===== src/rtl/pipe_skid_stage.sv =====
`default_nettype none
// ============================================================================
// Module      : pipe_skid_stage
// Description : Inter-stage pipeline register with valid/ready handshake,
//               2-entry skid buffer, flush, bubble insertion and stall counter.
// Revision    : 1.0 - initial release
// ============================================================================
module pipe_skid_stage #(
   parameter int CTRL_W              = 9,
   parameter int DATA_W              = 88,
   parameter int ZERO_DATA_ON_BUBBLE = 0,
   parameter int CNT_W               = 16
) (
   input  logic              clock,
   input  logic              reset,
   input  logic              in_valid,
   output logic              in_ready,
   input  logic [CTRL_W-1:0] in_ctrl,
   input  logic [DATA_W-1:0] in_data,
   output logic              out_valid,
   input  logic              out_ready,
   output logic [CTRL_W-1:0] out_ctrl,
   output logic [DATA_W-1:0] out_data,
   input  logic              flush,
   output logic [1:0]        occupancy,
   output logic [CNT_W-1:0]  stall_cnt,
   input  logic              stall_cnt_clr
);

   typedef enum logic [1:0] {
      ST_EMPTY = 2'd0,
      ST_BUSY  = 2'd1,
      ST_FULL  = 2'd2
   } state_t;

   localparam logic [CNT_W-1:0] c_cnt_max = {CNT_W{1'b1}};
   localparam logic [CNT_W-1:0] c_cnt_one = {{(CNT_W-1){1'b0}}, 1'b1};

   state_t            r_state;
   logic              r_out_valid;
   logic              r_in_ready;
   logic [1:0]        r_occupancy;
   logic [CTRL_W-1:0] r_main_ctrl;
   logic [DATA_W-1:0] r_main_data;
   logic [CTRL_W-1:0] r_skid_ctrl;
   logic [DATA_W-1:0] r_skid_data;
   logic [CNT_W-1:0]  r_stall_cnt;

   logic w_in_fire;
   logic w_out_fire;

   assign w_in_fire  = in_valid & r_in_ready;
   assign w_out_fire = r_out_valid & out_ready;

   // Handshake flags are registered per state so in_ready never sees out_ready.
   always_ff @(posedge clock or negedge reset) begin
      if (!reset) begin
         r_state     <= ST_EMPTY;
         r_out_valid <= 1'b0;
         r_in_ready  <= 1'b1;
         r_occupancy <= 2'd0;
         r_main_ctrl <= '0;
         r_main_data <= '0;
         r_skid_ctrl <= '0;
         r_skid_data <= '0;
      end else if (flush) begin
         r_state     <= ST_EMPTY;
         r_out_valid <= 1'b0;
         r_in_ready  <= 1'b1;
         r_occupancy <= 2'd0;
      end else begin
         case (r_state)
            ST_EMPTY: begin
               if (w_in_fire) begin
                  r_main_ctrl <= in_ctrl;
                  r_main_data <= in_data;
                  r_state     <= ST_BUSY;
                  r_out_valid <= 1'b1;
                  r_in_ready  <= 1'b1;
                  r_occupancy <= 2'd1;
               end
            end
            ST_BUSY: begin
               if (w_in_fire && w_out_fire) begin
                  r_main_ctrl <= in_ctrl;
                  r_main_data <= in_data;
               end else if (w_in_fire) begin
                  r_skid_ctrl <= in_ctrl;
                  r_skid_data <= in_data;
                  r_state     <= ST_FULL;
                  r_in_ready  <= 1'b0;
                  r_occupancy <= 2'd2;
               end else if (w_out_fire) begin
                  r_state     <= ST_EMPTY;
                  r_out_valid <= 1'b0;
                  r_occupancy <= 2'd0;
               end
            end
            ST_FULL: begin
               if (w_out_fire) begin
                  r_main_ctrl <= r_skid_ctrl;
                  r_main_data <= r_skid_data;
                  r_state     <= ST_BUSY;
                  r_in_ready  <= 1'b1;
                  r_occupancy <= 2'd1;
               end
            end
            default: begin
               r_state     <= ST_EMPTY;
               r_out_valid <= 1'b0;
               r_in_ready  <= 1'b1;
               r_occupancy <= 2'd0;
            end
         endcase
      end
   end

   always_ff @(posedge clock or negedge reset) begin
      if (!reset) begin
         r_stall_cnt <= '0;
      end else if (stall_cnt_clr) begin
         r_stall_cnt <= '0;
      end else if (r_out_valid && !out_ready && (r_stall_cnt != c_cnt_max)) begin
         r_stall_cnt <= r_stall_cnt + c_cnt_one;
      end
   end

   assign in_ready  = r_in_ready;
   assign out_valid = r_out_valid;
   assign occupancy = r_occupancy;
   assign stall_cnt = r_stall_cnt;
   assign out_ctrl  = r_out_valid ? r_main_ctrl : '0;

   generate
      if (ZERO_DATA_ON_BUBBLE != 0) begin : g_zero_data
         assign out_data = r_out_valid ? r_main_data : '0;
      end else begin : g_hold_data
         assign out_data = r_main_data;
      end
   endgenerate

endmodule
`default_nettype wire


===== config.mk =====
export PLATFORM = sky130hd
export DESIGN_NAME = pipe_skid_stage
export DESIGN_NICKNAME = d
export VERILOG_FILES = /design/src/rtl/pipe_skid_stage.sv
export SDC_FILE = /design/constraint.sdc
export NUM_CORES = 1
export LEC_CHECK = 0
export CORE_MARGIN = 5
export CORE_UTILIZATION = 35
export DETAILED_ROUTE_END_ITERATION = 8
export GPL_TIMING_DRIVEN = 0
export MAX_ROUTING_LAYER = met4
export PLACE_DENSITY_LB_ADDON = 0.08
export SYNTH_ARGS = -nofsm -noshare
export SYNTH_HDL_FRONTEND = slang
export SYNTH_SLANG_ARGS = --single-unit

===== constraint.sdc =====
create_clock -name clock -period 2.3 [get_ports clock]
set_input_delay 0.23 -clock clock [delete_from_list [all_inputs] [get_ports clock]]
set_output_delay 0.23 -clock clock [all_outputs]
set_load 0.02 [all_outputs]

==> results.json <==
{
  "rows": 60,
  "tightest_slew_ps": 816,
  "clock-sinks": 214,
  "cts_tree": "yes",
  "rsz0062_at_grt": "false",
  "crit_path_cell_trace": "buf_2, and3b_1, nand2_1, a21oi_4, buf_4, buf_2, mux2_2",
  "grt_overflow_total": 0,
  "io_buffers": 218,
  "drt_iter0_markers": 249,
  "clkLatencyLatePin_ps": 510,
  "vias": 6234,
  "setup_viol_count_final": 0,
  "antenna_found_initial": 2,
  "viasPerCell": 4.97,
  "drv_cap": 0,
  "crit_buf_inv": 3,
  "final_hold_viol_count": 0,
  "core-area_um2": 26900,
  "dpl_cell_area_um2": 12100,
  "die_y_um": 175,
  "die_area_um2": 30600,
  "first_global_vias": 6959,
  "start_kind": "flip-flop",
  "cts_htree_levels": 1,
  "cp-end-kind": "flip-flop",
  "synth_area_leaders": "dfrtp_1 56%, mux2_2 32%, mux2_1 2.3%",
  "synthesis.area_um2": 9510,
  "slew_headroom_pct": 45.6,
  "start_util_pct": 35.4,
  "synth_top_flop_cell": "dfrtp_1",
  "yosys_warnings": 0,
  "die_w_um": 175,
  "synth_largest_area_cell": "dfrtp_1",
  "cp.required_ps": 2690,
  "slowest_stage": "dfrtp_1",
  "critPathKind": "flip-flop to flip-flop",
  "rrSetupSlack_ps": 130,
  "clockRootBuffer": "clkbuf_16",
  "routed_wl_um": 23700,
  "hp-class": "primary input to flip-flop",
  "max_freq_ghz": 0.461,
  "path_max_fanout": 10,
  "final.setup_skew_ps": 9.72,
  "place_congestion": 0.801,
  "firstDrtPassIters": 4,
  "syn_nets": 750,
  "async_flop_share_pct": 100,
  "peakVddDrop_mv": 0.658,
  "ys_seq_area_share_pct": 56.4,
  "wl_per_cell_um": 18.9,
  "ant_nets": 0,
  "syn_area_per_cell_um2": 14.7,
  "p_per_area_nw_per_um2": 1180,
  "grt_usage_pct": 15.9,
  "post-dp-hpwl_um": 17000,
  "cts_max_path_buffers": 3,
  "io-pin-count": 220,
  "crit_arrival_ps": 2560,
  "ys_types": 41,
  "cts_buffers": 25,
  "drive_above_1_share_pct": 39.0,
  "synth_edf_count": 0,
  "min_period_over_period_pct": 94.3,
  "final_util_pct": 48.6,
  "path_delay_family": "buffers and inverters",
  "synthCells": 646,
  "slew_violations": 0,
  "status": "completed",
  "layout.nets": 1000,
  "min_period_ps": 2170,
  "report.power.total_uw": 15500,
  "setup-tns-final_ps": 0,
  "slowest_delay_ps": 400,
  "drc": 0,
  "whs_ps": 101,
  "synth-seq-cells": 214,
  "grt_max_degree": 112,
  "path_clk_slew_ps": 60,
  "crit_top_cell": "buf_2",
  "cellLeakagePower_uw": 0.00532,
  "synth.top_cell.area_share_pct": 56.1,
  "area_growth_syn_to_layout_pct": 37.3,
  "grt_pass1_wl_um": 38400,
  "fin_area_um2": 13100
}
stage by stage:
stage	std cells	setup WS, ps
final	1255	131
after global routing	1255	11.3
after CTS	1252	6.94
after detailed placement	1206	-490
after global placement	1205	-8010
after floorplan	646	232
Yosys cell counts (all sizes together), types with 2 or more instances:
cell / instances
a21oi: 17
and2: 10
and3: 2
buf: 26
clkbuf: 10
dfrtp: 213
mux2: 291
mux2i: 2
nand2: 9
nand3: 3
nand3b: 2
nand4: 7
nor2: 5
nor4: 3
o21ai: 7
o21bai: 2
o31ai: 6
or3: 10
or4: 5
xor2: 2
layer usage:
layer	vias to the layer above	track usage, %	share of wire (%)
li1	2860	-	-
met1	3160	18.9	42
met2	174	26.5	49
met3	40	4.69	7.0
met4	0	4.09	2.5
met5	-	-	0
kinds of logic (layout without fill, tap and decap cells):
kind of cell    count (synthesis)  count (layout)  synth area share (%)
simple gates                   61              61                  3.98
fa+ha+maj                       1               1                 0.132
mux                           293             293                  34.7
compound gates                 38              38                  2.67
other cells                     0               2                     0
buf+inv                        37             303                  2.00
flops                         214             214                  56.4
xor+xnor                        2               2                 0.184
placed cells by master (no fill, tap or decap), drive strengths merged, types with 2 or more instances in the layout:
cell type      instances
nand2                  9
nand4                  7
bufinv                 2
clkbuf                48
mux2                 291
and3                   2
o21bai                 2
nand3b                 2
dfrtp                213
inv                    2
buf                   30
or4                    5
diode                  2
or3                   10
o31ai                  6
clkdlybuf4s50        217
xor2                   2
nor2                   5
and2                  10
nand3                  3
a21oi                 17
mux2i                  2
nor4                   3
o21ai                  7
clkinv                 2
worst paths after layout:
path                       cells after the start                     endpoint                        from
min in group asynchronous                      2     out_data[85]$_DFFE_PN0P_                       reset
max reg2reg                                    7     out_data[81]$_DFFE_PN0P_    occupancy[1]$_DFFE_PN0P_
max                                            7     out_data[81]$_DFFE_PN0P_    occupancy[1]$_DFFE_PN0P_
min                                            2     stall_cnt[6]$_DFFE_PN0P_               stall_cnt_clr
max in group asynchronous                      3  r_skid_data[24]$_DFFE_PN0P_                       reset
min reg2reg                                    1   r_skid_ctrl[6]$_DFFE_PN0P_  r_skid_ctrl[6]$_DFFE_PN0P_
timing repair:
item	4_1_cts	5_1_grt
endpoints found under the hold margin	103	0
pin swaps	1	1
endpoints found under the setup margin	127	42
gates resized for setup	13	5
hold buffers	1	0
setup buffers	2	1
report_power, final:
part           internal [uW]  switching, uW
Sequential              5440            849
Combinational           2970           2240
Clock                   2440           1520
Total                  10800           4610
area by class of cell:
type / count / area [um^2]
buffer: 36 / 211
clock buffer: 37 / 741
sequential: 214 / 5360
clock inverter: 6 / 86.3
tap: 341 / 427
multi-input combinational: 395 / 3970
inverter: 1 / 3.75
antenna: 2 / 5.00
fill: 2373 / 13800
timing repair buffer: 223 / 2250
flip-flops by register name (all words and copies together), names as in the netlist:
signal,cells
in_ready,1
occupancy,2
out_data,88
out_valid,1
r_main_ctrl,9
r_skid_ctrl,9
r_skid_data,88
stall_cnt,16
Power figures use the tool's default switching activity.
